File: src/rtl/button_pkg.sv
// Shared definitions for the debounced button reader.
//   btn_state_e : per-button debounce FSM state encoding
//   NUM_BTN     : number of pmod push-buttons handled
//   LED_*       : bit positions inside the 5-bit LED bank
`timescale 1ns/1ps
package button_pkg;

  typedef enum logic [1:0] {
    RELEASED     = 2'd0,
    PRESS_WAIT   = 2'd1,
    PRESSED      = 2'd2,
    RELEASE_WAIT = 2'd3
  } btn_state_e;

  localparam int NUM_BTN    = 2;

  localparam int LED_TOG0   = 0;
  localparam int LED_TOG1   = 1;
  localparam int LED_BOTH   = 2;
  localparam int LED_CNT_LO = 3;

endpackage

File: src/rtl/button_toggle_led_debounce_fsm.sv
// debounce_fsm: one button lane. It has a 2-flop synchroniser, an inversion
// to active-high, and a counter-qualified FSM.
//   clk         : system clock
//   rst_btn     : synchronous active-low reset
//   btn_n       : raw button pin, active-low, asynchronous to clk
//   pressed     : high while the FSM sits in PRESSED (decoded from the state flops)
//   press_pulse : registered one-cycle strobe on PRESS_WAIT -> PRESSED
`timescale 1ns/1ps
module debounce_fsm
  import button_pkg::*;
#(
  parameter int DEBOUNCE_CYCLES = 120000
) (
  input  logic clk,
  input  logic rst_btn,
  input  logic btn_n,
  output logic pressed,
  output logic press_pulse
);

  localparam int            CW   = $clog2(DEBOUNCE_CYCLES + 1);
  localparam logic [CW-1:0] TERM = CW'(DEBOUNCE_CYCLES);

  logic [1:0]    sync;
  logic          btn_s;
  btn_state_e    state, state_nxt;
  logic [CW-1:0] cnt, cnt_nxt, cnt_inc;
  logic          pulse_nxt;

  assign btn_s   = ~sync[1];
  assign cnt_inc = cnt + 1'b1;
  assign pressed = (state == PRESSED);

  // The synchroniser resets to 1 (released), so a button that is held through
  // reset must requalify through PRESS_WAIT.
  always_ff @(posedge clk) begin
    if (!rst_btn) begin
      sync        <= 2'b11;
      state       <= RELEASED;
      cnt         <= '0;
      press_pulse <= 1'b0;
    end else begin
      sync        <= {sync[0], btn_n};
      state       <= state_nxt;
      cnt         <= cnt_nxt;
      press_pulse <= pulse_nxt;
    end
  end

  // The WAIT states exit on the terminal count, so the counter never needs
  // to saturate.
  always_comb begin
    state_nxt = state;
    cnt_nxt   = cnt;
    pulse_nxt = 1'b0;
    case (state)
      RELEASED: begin
        if (btn_s) begin
          state_nxt = PRESS_WAIT;
          cnt_nxt   = '0;
        end
      end
      PRESS_WAIT: begin
        if (!btn_s) begin
          state_nxt = RELEASED;
          cnt_nxt   = '0;
        end else if (cnt_inc == TERM) begin
          state_nxt = PRESSED;
          cnt_nxt   = '0;
          pulse_nxt = 1'b1;
        end else begin
          cnt_nxt   = cnt_inc;
        end
      end
      PRESSED: begin
        if (!btn_s) begin
          state_nxt = RELEASE_WAIT;
          cnt_nxt   = '0;
        end
      end
      RELEASE_WAIT: begin
        if (btn_s) begin
          state_nxt = PRESSED;
          cnt_nxt   = '0;
        end else if (cnt_inc == TERM) begin
          state_nxt = RELEASED;
          cnt_nxt   = '0;
        end else begin
          cnt_nxt   = cnt_inc;
        end
      end
      default: begin
        state_nxt = RELEASED;
        cnt_nxt   = '0;
      end
    endcase
  end

endmodule

File: src/rtl/button_toggle_led.sv
// button_toggle_led: debounced reader for the two active-low pmod buttons.
//   clk         : system clock
//   rst_btn     : synchronous active-low reset
//   pmod[1:0]   : raw buttons, active-low, asynchronous
//   led[4:0]    : {press count[1:0], both held, toggle1, toggle0}, registered
//   press_pulse : one-cycle strobe per accepted press, one bit per button
// Optional macro BTN_PRESS_COUNT_EN: when it is defined, led[4:3] counts the
// button-0 presses and wraps from 3 to 0. When it is undefined, led[4:3] is
// tied to 0.
`timescale 1ns/1ps
module button_toggle_led
  import button_pkg::*;
#(
  parameter int DEBOUNCE_CYCLES = 120000
) (
  input  logic               clk,
  input  logic               rst_btn,
  input  logic [NUM_BTN-1:0] pmod,
  output logic [4:0]         led,
  output logic [NUM_BTN-1:0] press_pulse
);

  logic [NUM_BTN-1:0] pressed;
  logic [NUM_BTN-1:0] tog;
  logic               both;
  logic [1:0]         press_cnt;

  debounce_fsm #(.DEBOUNCE_CYCLES(DEBOUNCE_CYCLES)) u_deb [NUM_BTN-1:0] (
    .clk         (clk),
    .rst_btn     (rst_btn),
    .btn_n       (pmod),
    .pressed     (pressed),
    .press_pulse (press_pulse)
  );

  always_ff @(posedge clk) begin
    if (!rst_btn) begin
      tog  <= '0;
      both <= 1'b0;
    end else begin
      tog  <= tog ^ press_pulse;
      both <= &pressed;
    end
  end

`ifdef BTN_PRESS_COUNT_EN
  always_ff @(posedge clk) begin
    if (!rst_btn)            press_cnt <= 2'd0;
    else if (press_pulse[0]) press_cnt <= press_cnt + 2'd1;
  end
`else
  assign press_cnt = 2'b00;
`endif

  assign led[LED_TOG0]                  = tog[0];
  assign led[LED_TOG1]                  = tog[1];
  assign led[LED_BOTH]                  = both;
  assign led[LED_CNT_LO+1:LED_CNT_LO]   = press_cnt;

endmodule

File: config.mk
export PLATFORM = sky130hd
export DESIGN_NAME = button_toggle_led
export DESIGN_NICKNAME = d
export VERILOG_FILES = /design/src/rtl/button_pkg.sv /design/src/rtl/button_toggle_led_debounce_fsm.sv /design/src/rtl/button_toggle_led.sv
export SDC_FILE = /design/constraint.sdc
export NUM_CORES = 1
export LEC_CHECK = 0
export ABC_AREA = 0
export CORE_UTILIZATION = 35
export CTS_CLUSTER_SIZE = 8
export DETAILED_ROUTE_END_ITERATION = 10
export PLACE_DENSITY = 0.49
export SLEW_MARGIN = 40
export SYNTH_ARGS = -nofsm -noshare
export SYNTH_HDL_FRONTEND = slang
export SYNTH_SLANG_ARGS = --single-unit
File: constraint.sdc
create_clock -name clk -period 3.6 [get_ports clk]
set_input_delay 0.54 -clock clk [delete_from_list [all_inputs] [get_ports clk]]
set_output_delay 0.54 -clock clk [all_outputs]
set_load 0.03 [all_outputs]
======== Word-level counts from Yosys, hierarchy flattened ========
Index checks and enable logic that the tools add are counted.
word-level totals
  bits in registers ....................... 47
  input bits .............................. 4
  word-level logic and storage cells ...... 69
  output and inout bits ................... 7
cells by class
  add/subtract/negate cells ............... 2
  bitwise gates (word level) .............. 4
  reduce and logical (&&, ||, !) cells .... 9
  multiplexer cells ....................... 28
  equal/unequal tests ..................... 16
operator list
  cell                                                   count
  two-way mux 17 bit                                     10
  case mux 17 bit (4 select lines)                       2
  adder 17 x 1 -> 17 bit, second input constant          2
  == test 17 bit, second input constant                  2
  two-way mux 2 bit                                      12
  case mux 2 bit (4 select lines)                        2
  == test 2 bit, second input constant                   4
  inequality test 2 bit, second input constant           4
  AND reduction 4 bit                                    2
  inequality test 3 x 1 -> 1 bit, second input constant  2
  inequality test 3 bit, second input constant           2
  AND reduction 2 bit                                    3
  OR reduction 3 bit                                     2
  == test 2 x 1 -> 1 bit, second input constant          2
  zero test 2 bit                                        2
  inverter 1 bit                                         3
  two-way mux 1 bit                                      2
  bitwise XOR 2 bit                                      1

======== Longest topological paths before layout ========
  depth after elaboration ................. 5
  mapped depth ............................ 9
  depth with buffers taken out ............ 8

======== Hierarchy ========
A second synthesis with hierarchy kept.
second synthesis, totals
  cells, all modules ...................... 328
  area total of the unflattened synthesis .. 2665.1 um^2
modules (own cells, without submodules)
  module             seq. area each (um^2)  cells each  times used  area each (um^2)
  debounce_fsm       440.4                  158         2           1271.2
  button_toggle_led  60.1                   12          1           122.6

======== Worst setup path before layout ========
Ideal clock, no wire load.
  path kind ............................... register to register
  from .................................... register u_deb[0].cnt[0]
  to ...................................... register u_deb[0].cnt[3]
  buffers on the path ..................... 1
  stages on the path, launching flop included .. 9
  setup slack ............................. 1253 ps
  required time ........................... 3480 ps
  arrival time ............................ 2227 ps
  cell sequence ........................... dfxtp_1 -> ha_1 -> nand3_2 -> a2111oi_0 -> o2111ai_1 -> o311ai_4 -> buf_6 -> nor2_2 -> a211o_1
on the way
  longest elaborated chain between the ends .. 5
  elaborated cells on any way between the ends .. 6
  classes of those cells .................. 1 x add/sub; 1 x eq/ne; 4 x mux
RTL lines
  element                                       line                                                                        text
  start: declaration                            button_toggle_led_debounce_fsm.sv:27                                        logic [CW-1:0] cnt, cnt_nxt, cnt_inc;
  start signal: assignment                      button_toggle_led_debounce_fsm.sv:45                                        cnt <= cnt_nxt;
  adder 17 x 1 -> 17 bit *                      button_toggle_led_debounce_fsm.sv:31                                        assign cnt_inc = cnt + 1'b1;
  == test 17 bit                                button_toggle_led_debounce_fsm.sv:67, button_toggle_led_debounce_fsm.sv:85
  two-way mux 17 bit *                          button_toggle_led_debounce_fsm.sv:67, button_toggle_led_debounce_fsm.sv:85
  two-way mux 17 bit, on equally long branches  button_toggle_led_debounce_fsm.sv:82, button_toggle_led_debounce_fsm.sv:64
  case mux 17 bit (4 select lines) *            button_toggle_led_debounce_fsm.sv:56                                        case (state)
Every way passes the cells marked *; elsewhere a longest branch is shown, timed or not.
A chain may end at the register's enable or synchronous reset.

======== Worst setup path after layout ========
  from .................................... register u_deb[0].cnt[0]
  to ...................................... register u_deb[0].cnt[8]
The elaborated chain is that of the path after synthesis.

==> flow_metrics.py <==
metrics = {
    "route": {
        "via_per_inst": 5.38,
        "vias": 2285,
        "firstDrtPassIters": 4,
        "drtIter0Drc": 118,
        "routedWlPerCell_microns": 13.5,
        "drc": 0,
        "drtAntennaViolNets": 0,
        "wl_mm": 5.75,
    },
    "sta": {
        "hold_viol_final": 0,
        "fin_crit_ns": 2.94,
        "relSlewSlack": 0.483,
        "finalClockSkew_ns": 0.00472,
        "setup_viol": 0,
        "fin_crit_sh": 0.817,
        "grt_setup_unrepaired": "false",
        "drv_slew": 0,
        "worstMarginPinSlew_ns": 0.773,
        "finalSetupTns_ns": 0,
        "hold_slack_ns": 0.420,
        "timing.fmax_mhz": 340,
        "finalWorstSetupSlack_ns": 0.660,
    },
    "clocking": {
        "cts_setup_buffers": 0,
        "cts_hold_buf": 0,
        "cts_tree": "done",
        "cts.repair.resized": 0,
        "cts_buffer_depth": 2,
        "insertion_delay_ns": 0.30,
        "clkTransAtPathRegs_ns": 0.09,
        "clkSinkCount": 47,
        "ctsRootBufferMaster": "clkbuf_8",
        "numCtsBuffers": 5,
        "cts.htree.levels": 2,
    },
    "die": {
        "dieWidth_microns": 90.5,
        "start_util": 0.370,
        "ios": 11,
        "die_area_sq_um": 8180,
        "rows": 31,
        "design.core.area_sq_um": 7410,
        "die_h_microns": 90.5,
    },
    "finish": {
        "layout.cells.non_filler": 425,
        "fill_cells": 753,
        "design_area_sq_um": 2920,
        "fin_util": 0.394,
        "drive_gt1_frac": 0.0828,
        "area_delta_synth_final_pct": 6.44,
        "nets": 331,
        "n_antenna_cell": 0,
    },
    "global_routing": {
        "overflow": 0,
        "grt_usage": 0.149,
        "antenna_found_initial": 0,
        "grt_pass1_wl_mm": 10.1,
        "grt_max_degree": 22,
        "grt_pass1_vias": 2047,
    },
    "synthesis": {
        "yosys-top-cells-count": "dfxtp_1, nand2_1, o21ai_0",
        "synthDistinctLibCells": 64,
        "async_flop_share": 0,
        "synth_top_area_cell": "dfxtp_1",
        "synth_edf_count": 0,
        "synth.cell_area_sq_um": 2740,
        "synth_most_common_cell": "dfxtp_1",
        "synth-main-ff-cell": "dfxtp_1",
        "synth.yosys.seq_area_share": 0.344,
        "syn_inst": 331,
        "ys_ff_latch": 47,
        "synthTopCellsByArea": "dfxtp_1, nand2_1, o21ai_0",
        "postSynthAreaPerCell_sq_um": 8.27,
        "ys_warn_count": 0,
        "synth_top_area_frac": 0.344,
    },
    "run": {
        "maxCapViolations": 0,
    },
    "placement": {
        "hpwl_mm": 4.05,
        "place_ws_ns": 0.662,
        "gp_congestion": 0.853,
        "port-buffer-count": 8,
        "dp.cells": 417,
        "dpl_cell_area_sq_um": 2800,
    },
    "worst_setup_path": {
        "cp_slowest_cell": "o311ai_4",
        "crit_type": "reg2reg",
        "cp-start-kind": "flip-flop",
        "crit_fanout": 18,
        "arrival_ns": 3.15,
        "max_stage_delay_ns": 0.74,
        "cp_cell_sequence": "ha_1, nand3_2, a2111oi_0, o2111ai_1, o311ai_4, o21ai_0, a21o_1",
        "crit_path_end_kind": "flip-flop",
        "worstPathRequired_ns": 3.81,
    },
    "worst_hold_path": {
        "min_path_type": "reg2reg",
    },
    "outcome": {
        "outcome": "finished clean",
    },
    "power": {
        "p_leak_nw": 1.02,
        "ir_drop_mv": 0.156,
        "powerDensity_nw_per_um2": 329,
        "report.power.total_mw": 0.959,
    },
}
[kinds of logic (layout without fill, tap and decap cells)]
group                      Yosys count  in the layout  share of synthesized area
buffers and inverters               28             22                     0.0635
other                                1              2                    0.00137
adders and majority gates            2              2                    0.00914
DFF                                 47             47                      0.344
xor gates and xnor gates            18             18                     0.0576
AOI/OAI and AO/OA                   66             66                      0.169
and+or+nand+nor                    166            166                      0.344
muxes                                3              3                     0.0110
[where the power goes]
| part | internal, mW | total [mW] | switching (mW) |
|---|---|---|---|
| Clock | 0.211 | 0.405 | 0.194 |
| Combinational | 0.00967 | 0.0299 | 0.0202 |
| Sequential | 0.522 | 0.524 | 0.00219 |
[final timing paths]
kind | from | to | slack [ns] | cells past startpoint
worst max register to register | u_deb[0].cnt[0] | u_deb[0].cnt[8] | 0.66 | 7
worst max-delay path | u_deb[0].cnt[0] | u_deb[0].cnt[8] | 0.66 | 7
worst min-delay path | u_deb[0].sync[0] | u_deb[0].sync[1] | 0.42 | 1
worst min register to register | u_deb[0].sync[0] | u_deb[0].sync[1] | 0.42 | 1
[registers in the layout, indices dropped and copies added, names as in the netlist, named ones only]
name / count
both: 1
u_deb.sync: 4
u_deb.state: 2
tog: 2
u_deb.press_pulse: 2
u_deb.cnt: 34
[worst max-delay path, delay by kind of cell, from the launching register on]
| kind | cells | cell delay (ns) |
|---|---|---|
| AOI/OAI and AO/OA | 5 | 1.91 |
| adders and majority gates | 1 | 0.28 |
| DFF | 1 | 0.46 |
| and+or+nand+nor | 1 | 0.21 |
[cell type report]
| type | count | area [sq um] | area share |
|---|---|---|---|
| Clock buffer | 5 | 68.8 | 0.0236 |
| Clock inverter | 3 | 47.5 | 0.0163 |
| Inverter | 5 | 18.8 | 0.00644 |
| Multi-Input combinational cell | 257 | 1630 | 0.558 |
| Sequential cell | 47 | 941 | 0.323 |
| Tap cell | 99 | 124 | 0.0425 |
| Timing Repair Buffer | 9 | 87.6 | 0.0300 |
[metal layers]
metal | GRT usage | share of wire | vias up
met5 | 0 | 0 | -
met4 | 0.0363 | 0.0080 | 0
met3 | 0.0227 | 0.026 | 4
met2 | 0.231 | 0.44 | 42
met1 | 0.215 | 0.53 | 1060
li1 | - | - | 1179
[layout by cell type, fill, tap and decap left out, drive strengths merged, types with 10 or more instances in the layout]
master / Yosys / final
dfxtp: 47 / 47
nor2: 19 / 19
nand2b: 10 / 10
and2: 10 / 10
nand4: 10 / 10
o21ai: 20 / 20
nor3: 18 / 18
and3: 11 / 11
nand3: 16 / 16
a21oi: 11 / 11
nand2: 40 / 40
(Power assumes the default switching activity.)
==> edit 1, RTL diff (same settings) <==
The option `BTN_PRESS_COUNT_EN` is turned on by a define.
--- a/src/rtl/button_toggle_led.sv
+++ b/src/rtl/button_toggle_led.sv
@@ -10,2 +10,4 @@
 `timescale 1ns/1ps
+`define BTN_PRESS_COUNT_EN
+
 module button_toggle_led
Formal check against the unedited RTL: no difference found for any inputs over 10 cycles, from zero or initial values and one cycle with rst_btn low; that may be too few to reach the edited logic, so the function may still have changed.
==> edit 1 against the unedited design <==
Sequential cell count up 2. Area after synthesis grew 3.2%. First-iteration DRC count fell by 28%. Largest cell class unchanged. Power is 2.6% lower. Worst setup slack gained 280 ps. Wire length rose by 11%. Final area grew 4.8%. Synthesized cell count rose by 7.3%. Via count increased by 8.8%. Clock power decreased by 11%.
==> edit 1: results (changes against the unedited design) <==
* Crit path largest cell delay at 430 ps (-310 ps)
* CP max-delay cell: dfxtp_1
* Worst IR Drop VDD at 113 µV (-27%)
* Outcome: finished, final reports clean
* R2r worst-path depth at 9 (+2)
* Post-Synth XOR/XNOR Area at 0.0558 (-0.00178)
* Routed WL at 6360 µm (+11%)
* Crit-path max FO at 16 (-2)
* Vias in the first global route at 2342 (+14%)
* Lkg Pwr at 0.985 nW (-3.0%)
* Post-synthesis compound-gate area fraction at 0.148 (-0.0212)
* Starting DRC count in detailed routing at 85 (-28%)
* Tot GR Track Use at 0.165 (+0.0158)
* Switching Fraction at 0.250 (+0.0245)
* Synth area leaders: dfxtp_1 35%, nand3_1 6.9%, nand2_1 5.7%
* Vias at 2486 (+8.8%)
* # port buffers at 10 (+2)
* R2R setup slack at 940 ps (+280 ps)
* Fraction of layout cells with a size suffix above 1 at 0.0623 (-0.0205)
* Slew headroom at 0.645 (+0.162)
* Synth Area in Adders at 0.00885 (-0.000283)
* GPL Wtd Cong at 0.863 (+1.2%)
* Dpl hpwl at 4650 µm (+15%)
* Worst r2r dst: u_deb[0].cnt[15]
* First-pass GRT wire length at 11300 µm (+12%)
* Multiplexer share of the synthesized area at 0.0186 (+0.00763)
==> edit 1: kinds of logic (layout without fill, tap and decap cells) <==
family                     after synthesis  count (layout)
AOI/OAI and AO/OA                       57              57
xor gates and xnor gates                18              18
adders and majority gates                2               2
buffers and inverters                   30              28
DFF                                     49              49
muxes                                    5               5
and+or+nand+nor                        194             194
==> edit 1: layout make-up <==
type | count | area, µm² | area share
clock buffers | 5 | 68.8 | 0.0225
clock inverters | 3 | 26.3 | 0.00860
multi-input cells | 276 | 1700 | 0.557
repair buffers | 13 | 123 | 0.0401
inverters | 7 | 26.3 | 0.00860
flip-flops and latches | 49 | 981 | 0.321
well taps | 102 | 128 | 0.0418
==> edit 1: power groups by stage <==
| stage | logic (W) | registers [W] | clock network (W) |
|---|---|---|---|
| 3_5_place_dp | 0.0000285 | 0.000559 | 0 |
| 3_3_place_gp | 0.0000287 | 0.000559 | 0 |
| 2_1_floorplan | 0.0000174 | 0.000558 | 0 |
| 6_report | 0.0000278 | 0.000546 | 0.000359 |
| 5_1_grt | 0.0000314 | 0.000547 | 0.000398 |
| 4_1_cts | 0.0000285 | 0.000547 | 0.000374 |
==> edit 1: worst reg2reg max path, cell delays in order, from the launching register on <==
cell and delay [ps]:
dfxtp_1 430, ha_1 350, nand4_1 260, nor4_2 420, xnor2_1 120, a211oi_1 300
a21oi_1 110, buf_4 200, a21o_1 170, a22o_1 220
==> edit 1: worst max path at each step <==
stage / start / to / slack (ps) / cells past startpoint
finish: u_deb[0].cnt[0] / u_deb[0].cnt[15] / 940 / 9
global route: u_deb[1].cnt[1] / u_deb[1].cnt[15] / 540 / 8
CTS: u_deb[1].cnt[1] / u_deb[1].cnt[15] / 930 / 8
detailed placement: u_deb[1].cnt[0] / u_deb[1].cnt[15] / 960 / 8
global placement: u_deb[0].cnt[1] / u_deb[0].cnt[15] / 1010 / 9
floorplan: u_deb[0].cnt[0] / u_deb[0].cnt[0] / 1290 / 9
==> edit 1: stage by stage <==
| stage | power (W) | setup slack (ps) | instances | hold slack (ps) | area (µm²) |
|---|---|---|---|---|---|
| 6_report | 0.000934 | 941 | 455 | 410 | 3060 |
| 5_1_grt | 0.000976 | 538 | 455 | 432 | 3060 |
| 4_1_cts | 0.000949 | 928 | 455 | 414 | 3060 |
| 3_5_place_dp | 0.000588 | 957 | 447 | 392 | 2960 |
| 3_3_place_gp | 0.000588 | 1010 | 447 | 390 | 2960 |
| 2_1_floorplan | 0.000576 | 1290 | 355 | 386 | 2830 |
==> edit 1: per-layer routing <==
metal / vias to the layer above / wire (µm) / track usage
met5: - / 0 / 0
met4: 0 / 131 / 0.0638
met3: 13 / 142 / 0.0265
met2: 26 / 2940 / 0.264
met1: 1161 / 3140 / 0.221
li1: 1286 / - / -
==> edit 2, RTL diff (same settings) <==
Without the edit above. Register the input `pmod` before use, cleared by the reset. The logic sees it one clock later.
--- a/src/rtl/button_toggle_led.sv
+++ b/src/rtl/button_toggle_led.sv
@@ -22,2 +22,12 @@
 
+  logic [NUM_BTN-1:0] pmod_q;
+
+  always_ff @(posedge clk) begin
+    if (!rst_btn) begin
+      pmod_q <= '0;
+    end else begin
+      pmod_q <= pmod;
+    end
+  end
+
   logic [NUM_BTN-1:0] pressed;
@@ -30,3 +40,3 @@
     .rst_btn     (rst_btn),
-    .btn_n       (pmod),
+    .btn_n       (pmod_q),
     .pressed     (pressed),
Check against the original RTL: no difference found for any inputs over 10 cycles, from zero or initial values and one cycle with rst_btn low; that may be too few to reach the edited logic, so the function may still have changed.
==> edit 2 against the unedited design <==
Clock skew grew 9.8 ps. Power decreased by 1.5%. Via count rose by 11%. Final area rose by 4.5%. Wire length rose by 13%. Combinational power up 4%. Sequential cell count rose by 2. Critical path type unchanged. Die area increased by 5.9%. Area after synthesis up 6.0%. Worst setup slack better by 45 ps.
==> edit 2: results (changes against the unedited design) <==
* Outcome: finished, final reports clean
* # port buffers at 8 (unchanged)
* Netlist cell types at 59 (-7.8%)
* Worst Skew at 14.5 ps (+9.82 ps)
* Sequential share of the synthesized area at 0.338 (-0.00560)
* Root buf cell: clkbuf_8
* Bufs on Longest Clock Path at 2 (unchanged)
* Min-delay worst type: register to register
* Tot GR Track Use at 0.167 (+0.0184)
* Final-layout fill cell count at 824 (+9.4%)
* GPL Wtd Cong at 0.859 (+0.75%)
* Crit-path max FO at 12 (-6)
* CTS H-tree lvls at 2 (unchanged)
* Largest regs: u_deb.cnt x34, u_deb.sync x4
* Drt pass-1 iters at 6 (+2)
* First-pass GRT wire length at 11700 µm (+16%)
* Fraction of layout cells with a size suffix above 1 at 0.0652 (-0.0177)
* Slew headroom at 0.599 (+0.116)
* Dpl hpwl at 4620 µm (+14%)
* Synth Warn # at 0 (unchanged)
* Number of CTS-inserted buffers at 5 (unchanged)
* Inserted Diodes at 0 (unchanged)
* Nets at 358 (+8.2%)
* Worst IR Drop VDD at 187 µV (+20%)
* Number of setup buffers added after CTS at 0 (unchanged)
* Vias in the first global route at 2356 (+15%)
* Clock latency on the worst-skew pair at 320 ps (+20 ps)
* Critical Path AT at 3100 ps (-50 ps)
* Routed WL at 6500 µm (+13%)
* Async SR Flop Fraction at 0 (unchanged)
* Worst-path clk slew at 110 ps (+20 ps)
* Pin count of the biggest net entering global routing at 19 (-14%)
* Post_cts resized at 0 (unchanged)
* Vias at 2526 (+11%)
* Crit path largest cell delay at 460 ps (-280 ps)
* Synth area leaders: dfxtp_1 34%, nand2_1 6.5%, nand3_1 5.3%
* CP max-delay cell: dfxtp_1
* Most frequent cells after synthesis: 50 x nand2_1, 49 x dfxtp_1, 31 x nand3_1
* Initial antenna violation count at 0 (unchanged)
* Sw Pwr at 0.000241 W (+12%)
* Starting DRC count in detailed routing at 171 (+45%)
* Lkg Pwr at 1.06 nW (+4.0%)
==> edit 2: cell count changes after synthesis, sizes merged, moves of 5 or more <==
cell | unedited run | this run
a21boi | 5 | 0
a21o | 9 | 1
buf | 12 | 26
nand2 | 40 | 50
nand3 | 16 | 31
nand4 | 10 | 17
o21ai | 20 | 12
==> edit 2: logic make-up after synthesis <==
| family | Yosys count | share of synthesized area |
|---|---|---|
| other | 1 | 0.00129 |
| DFF | 49 | 0.338 |
| adders and majority gates | 2 | 0.00862 |
| AOI/OAI and AO/OA | 59 | 0.146 |
| muxes | 5 | 0.0177 |
| buffers and inverters | 42 | 0.0741 |
| and+or+nand+nor | 189 | 0.351 |
| xor gates and xnor gates | 21 | 0.0634 |
==> edit 2: layout make-up <==
type	instances	share of cell area
inverters	7	0.00863
well taps	102	0.0419
clock inverters	3	0.00945
clock buffers	5	0.0226
multi-input cells	278	0.562
repair buffers	11	0.0337
flip-flops and latches	49	0.322
==> edit 2: routing by layer <==
layer / part of all wire / GRT usage / routed length [µm] / up-vias
li1: - / - / - / 1298
met1: 0.53 / 0.243 / 3460 / 1191
met2: 0.44 / 0.253 / 2830 / 34
met3: 0.029 / 0.0341 / 187 / 3
met4: 0.0034 / 0.0385 / 22 / 0
met5: 0 / 0 / 0 / -
==> edit 2: path summary, 6_finish.rpt <==
kind | cells after the start | slack, ps | startpoint | to
max | 8 | 700 | u_deb[1].cnt[1] | u_deb[1].cnt[6]
min | 1 | 420 | u_deb[1].sync[0] | u_deb[1].sync[1]
max reg2reg | 8 | 700 | u_deb[1].cnt[1] | u_deb[1].cnt[6]
min reg2reg | 1 | 420 | u_deb[1].sync[0] | u_deb[1].sync[1]
==> edit 2: power by group through the flow <==
stage / combinational [W] / sequential [W] / clock [W]
2_1_floorplan: 0.0000228 / 0.000562 / 0
3_3_place_gp: 0.0000319 / 0.000562 / 0
3_5_place_dp: 0.0000317 / 0.000562 / 0
4_1_cts: 0.0000318 / 0.000550 / 0.000379
5_1_grt: 0.0000351 / 0.000551 / 0.000404
6_report: 0.0000310 / 0.000550 / 0.000364
==> edit 2: through the flow <==
stage / cell area (µm²) / util / hold WS [ps] / setup WS [ps] / cells
CTS: 3050 / 0.386 / 422 / 734 / 455
detailed placement: 2950 / 0.374 / 394 / 751 / 447
finish: 3050 / 0.386 / 418 / 705 / 455
global route: 3050 / 0.386 / 450 / 527 / 455
floorplan: 2910 / - / 386 / 1160 / 369
global placement: 2950 / 0.374 / 388 / 738 / 447
==> edit 2: critical path: cells and delay by family (launching register included) <==
kind                       cells  cell delay [ps]
DFF                            1              460
adders and majority gates      1              370
and+or+nand+nor                4              950
AOI/OAI and AO/OA              3             1010
